[src/rtl/lfsr_checker_sat_counter.sv]
// Saturating up-counter with synchronous clear; clear has priority over increment.
module sat_counter #(
  parameter int CNT_W = 16
) (
  input  logic             clk,
  input  logic             reset,
  input  logic             inc,
  input  logic             clr,
  output logic [CNT_W-1:0] count
);

  always_ff @(posedge clk or negedge reset) begin
    if (!reset)                  count <= '0;
    else if (clr)                count <= '0;
    else if (inc && count != '1) count <= count + CNT_W'(1);
  end

endmodule

[config.mk]
export PLATFORM = sky130hd
export DESIGN_NAME = sat_counter
export DESIGN_NICKNAME = d
export VERILOG_FILES = /design/src/rtl/lfsr_checker_sat_counter.sv
export SDC_FILE = /design/constraint.sdc
export NUM_CORES = 1
export LEC_CHECK = 0
export ABC_AREA = 1
export BUFFER_PORTS_ARGS = -buffer_cell sky130_fd_sc_hd__buf_4
export CORE_AREA = 4 4 49 55
export CTS_BUF_LIST = sky130_fd_sc_hd__clkbuf_4
export DETAILED_ROUTE_END_ITERATION = 8
export DIE_AREA = 0 0 53 59
export PLACE_DENSITY = 0.76
export SETUP_SLACK_MARGIN = 0.15
export SLEW_MARGIN = 40
export SYNTH_ARGS = -nofsm -noshare
export SYNTH_HDL_FRONTEND = slang
export SYNTH_SLANG_ARGS = --single-unit
export TNS_END_PERCENT = 1
[constraint.sdc]
create_clock -name clk -period 2.4 [get_ports clk]
set_clock_uncertainty 0.1 [all_clocks]
set_input_delay 0.48 -clock clk [delete_from_list [all_inputs] [get_ports clk]]
set_output_delay 0.48 -clock clk [all_outputs]
set_load 0.005 [all_outputs]
Yosys cells after proc, flatten, opt, wreduce, memory -nomap -nowiden --
Index checks and enable logic that the tools add are counted.
Storage, ports and cells: register bits 16, output and inout bits 16, word-level logic and storage cells 7
Cells by class: $add $sub $neg 1, eq/ne operators 1, mux-type cells 2, reductions and logical operators 2
Operators with widths (count):
- two-way mux 16 bit | 2
- adder 16 x 1 -> 16 bit, second input constant | 1
- inequality test 16 bit, second input constant | 1
- nonzero test 2 bit | 1
- logical AND 1 bit | 1

Longest topological paths before layout --
depth after elaboration 4, mapped depth 10, depth with buffers taken out 9

Least setup slack after synthesis --
OpenSTA, ideal clock, no wires.
path kind reg-to-reg, start register count[0], end register count[2], arrival time 1417 ps, data required time 2234 ps, slack 817 ps, stages on the path, launching flop included 10, buffers on the path 1, clock period less this slack 1583 ps, cells stage by stage dfrtp_1 -> ha_1 -> nand2_2 -> nor2_4 -> nand2_4 -> nor2_1 -> nor2_1 -> buf_2 -> nand4_1 -> nand2_1
Between the ends: word-level cells in the longest chain between the ends 3
RTL lines:
- from (decl) | RTL line 9 | output logic [CNT_W-1:0] count
- from (signal assigned) | RTL line 15 | else if (inc && count != '1) count <= count + CNT_W'(1);
- adder 16 x 1 -> 16 bit / inequality test 16 bit (equally long branches) | RTL line 15
- two-way mux 16 bit / logical AND 1 bit (equally long branches) | RTL line 15
- two-way mux 16 bit / nonzero test 2 bit (equally long branches)
Parallel ways exist; a longest one is shown, timed or not. The select of a mux whose other input is x is not followed. A chain may end at the register's enable or synchronous reset.

Final worst setup path --
start register count[0], end register count[10]
The elaborated chain is that of the path after synthesis.

==> metrics.csv <==
metric,value,unit
clock root cell,clkbuf_4,
# clock sinks,16,
drt via density,5.113,
routability cong.,0.8051,
GRT Total Usage,17.15,%
largest net degree at the start of global routing,17,
die area,3127,µm²
Final Hold Viols,0,
most area-hungry cell type in the Yosys netlist,dfrtp_1,
first-pass GRT wire length,3.995,mm
Synth Warn #,0,
WL final,2.316,mm
Biggest register,count,
Yosys top cell area share,38.60,%
status,completed,
unrepaired setup endpoints after global routing,false,
share of layout cells above drive strength 1,19.51,%
"commonest cells after routing, fill and taps aside","nand2_1, buf_4, dfrtp_1, nor2_1, nand3_1",
# diodes,0,
Fill cells,207,
Die X-Extent,53,µm
"Arr. time, crit path",2200,ps
setup TNS,0,ps
CTS Buffer Depth,2,
"top cells by area, synth","dfrtp_1, nand2_1, nand3_1, nand4_1, nor2_1",
Final setup viols,0,
row count,18,
CTS buffer count,3,
fin crit period,2070,ps
Worst Path Required,2530,ps
PostCTS Resize Cnt,0,
endpoint class of the critical path,flip-flop,
Max rail drop VDD,0.0002781,V
DR iter-0 viols,16,
Maximum Capacitance Violations,0,
dpl hpwl,1.697,mm
Synth Instances,144,
Worst Tran Pin Value,816.7,ps
area grow syn2layout,17.73,%
crit path max fanout,13,
Via Count,992,
Placement Setup Slack,356.9,ps
Power Density,378.1,nW/µm²
"most common cell after layout, fill and taps aside",nand2_1,
kind of critical path,flip-flop to flip-flop,
post-route ant nets,0,
initial antenna violation count,0,
reg2reg path depth,8,
Mean Syn Cell Area,7.203,µm²
vias in the first global route,946,
Synthesized Nets,149,
fmax,483.0,MHz
Final nets,171,
Largest register FFs,16,
CTS tree,done,
number of synthesized register bits,16,
crit share post-route,86.27,%
Hold Crit Depth,4,
Startpoint Class,flip-flop,
HP Class,input pin to flip-flop,
# port buffers,19,
clk_lat worst skew,300,ps
final worst setup slack,329.5,ps
drt drc,0,
relative slew slack,45.35,%
Clock transition at path regs,100,ps
first drt pass iteration count,4,
wire per inst,11.94,µm
grt ovf,0,
H-tree levels,1,
Largest regs,count: 16 flops,
initial core utilization,47.48,%
Slew Limit Fails,0,
Ports,20,
die height,59,µm
"Distinct cells, synth",23,
Leak,0.6239,nW
"Seq/Total Area, Yosys",38.60,%
post-synthesis cell area,1037,µm²
core box area,2185,µm²
## worst max-delay path, stage by stage, from the launching register on
cell     delay, ps
dfrtp_1        430
ha_1           230
nand2_2        110
nor2_4          60
nand2_4         90
nor2_1          50
nor2_1         620
nand4_1        190
nand2_1        110
## cell usage after synthesis
| cell | count |
|---|---|
| buf_1 | 1 |
| nor3_1 | 1 |
| inv_1 | 11 |
| nand4_1 | 9 |
| xnor2_1 | 2 |
| buf_2 | 1 |
| inv_2 | 1 |
| inv_4 | 1 |
| o21ai_0 | 4 |
| nor2_1 | 14 |
| nor2_4 | 2 |
| nand2_2 | 2 |
| nand2_1 | 55 |
| buf_12 | 1 |
| ha_1 | 1 |
| xor2_1 | 3 |
| nand2_4 | 2 |
| or2_2 | 1 |
| o21bai_1 | 2 |
| nand3_1 | 12 |
| a21oi_1 | 1 |
| dfrtp_1 | 16 |
| o21ai_4 | 1 |
## kinds of logic (layout without fill, tap and decap cells)
family / count (synthesis) / count (layout) / share of synthesized area (%)
AOI/OAI and AO/OA: 8 / 8 / 5.428
xor gates and xnor gates: 5 / 5 / 4.223
adders and majority gates: 1 / 1 / 1.206
buffers and inverters: 16 / 36 / 7.719
DFF: 16 / 16 / 38.60
and+or+nand+nor: 98 / 98 / 42.82
## path summary, 6_finish.rpt
| check | start | endpoint | slack, ps |
|---|---|---|---|
| hold reg to reg | count[14]$_DFFE_PN0P_ | count[14]$_DFFE_PN0P_ | 460 |
| hold / removal | clr | count[4]$_DFFE_PN0P_ | 340 |
| setup reg to reg | count[0]$_DFFE_PN0P_ | count[10]$_DFFE_PN0P_ | 330 |
| setup / recovery | count[0]$_DFFE_PN0P_ | count[10]$_DFFE_PN0P_ | 330 |
| min in group asynchronous | reset | count[6]$_DFFE_PN0P_ | 470 |
| max in group asynchronous | reset | count[7]$_DFFE_PN0P_ | 1530 |
## metrics by stage
| stage | total power, mW | instances | util, % | instance area [µm²] | hold WS [ps] |
|---|---|---|---|---|---|
| 2_1_floorplan | 0.3041 | 144 | - | 1037 | 84.41 |
| 3_3_place_gp | 0.3196 | 190 | 54.41 | 1189 | 253.9 |
| 3_5_place_dp | 0.3201 | 190 | 54.41 | 1189 | 253.0 |
| 4_1_cts | 0.4662 | 194 | 55.90 | 1221 | 334.9 |
| 5_1_grt | 0.4821 | 194 | 55.90 | 1221 | 368.1 |
| 6_report | 0.4618 | 194 | 55.90 | 1221 | 335.2 |
## power breakdown
group          switching [mW]  leakage, nW  internal (mW)
Clock                  0.0877       0.0138         0.0585
Combinational          0.0261        0.388         0.0137
Sequential            0.00360        0.222          0.272
Total                   0.117        0.624          0.344
## per-layer routing
metal	up-vias	GRT usage, %	wire length [µm]
met5	-	0	0
met4	0	8.394	44
met3	5	2.519	80
met2	17	29.08	1105
met1	463	20.99	1087
li1	507	-	-
## final cells by class
cell class / instances / area (µm²) / share of cell area [%]
Multi-Input combinational cell: 112 / 556.8 / 45.59
Sequential cell: 16 / 400.4 / 32.79
Timing Repair Buffer: 20 / 152.6 / 12.50
Inverter: 13 / 51.30 / 4.201
Tap cell: 30 / 37.54 / 3.074
Clock buffer: 3 / 22.52 / 1.844
## timing repair
item | 4_1_cts | 5_1_grt
endpoints found under the hold margin | 16 | 0
hold buffers | 1 | 0
buffers inserted | 0 | 0
Note: power is estimated with default switching activity, not from simulation.
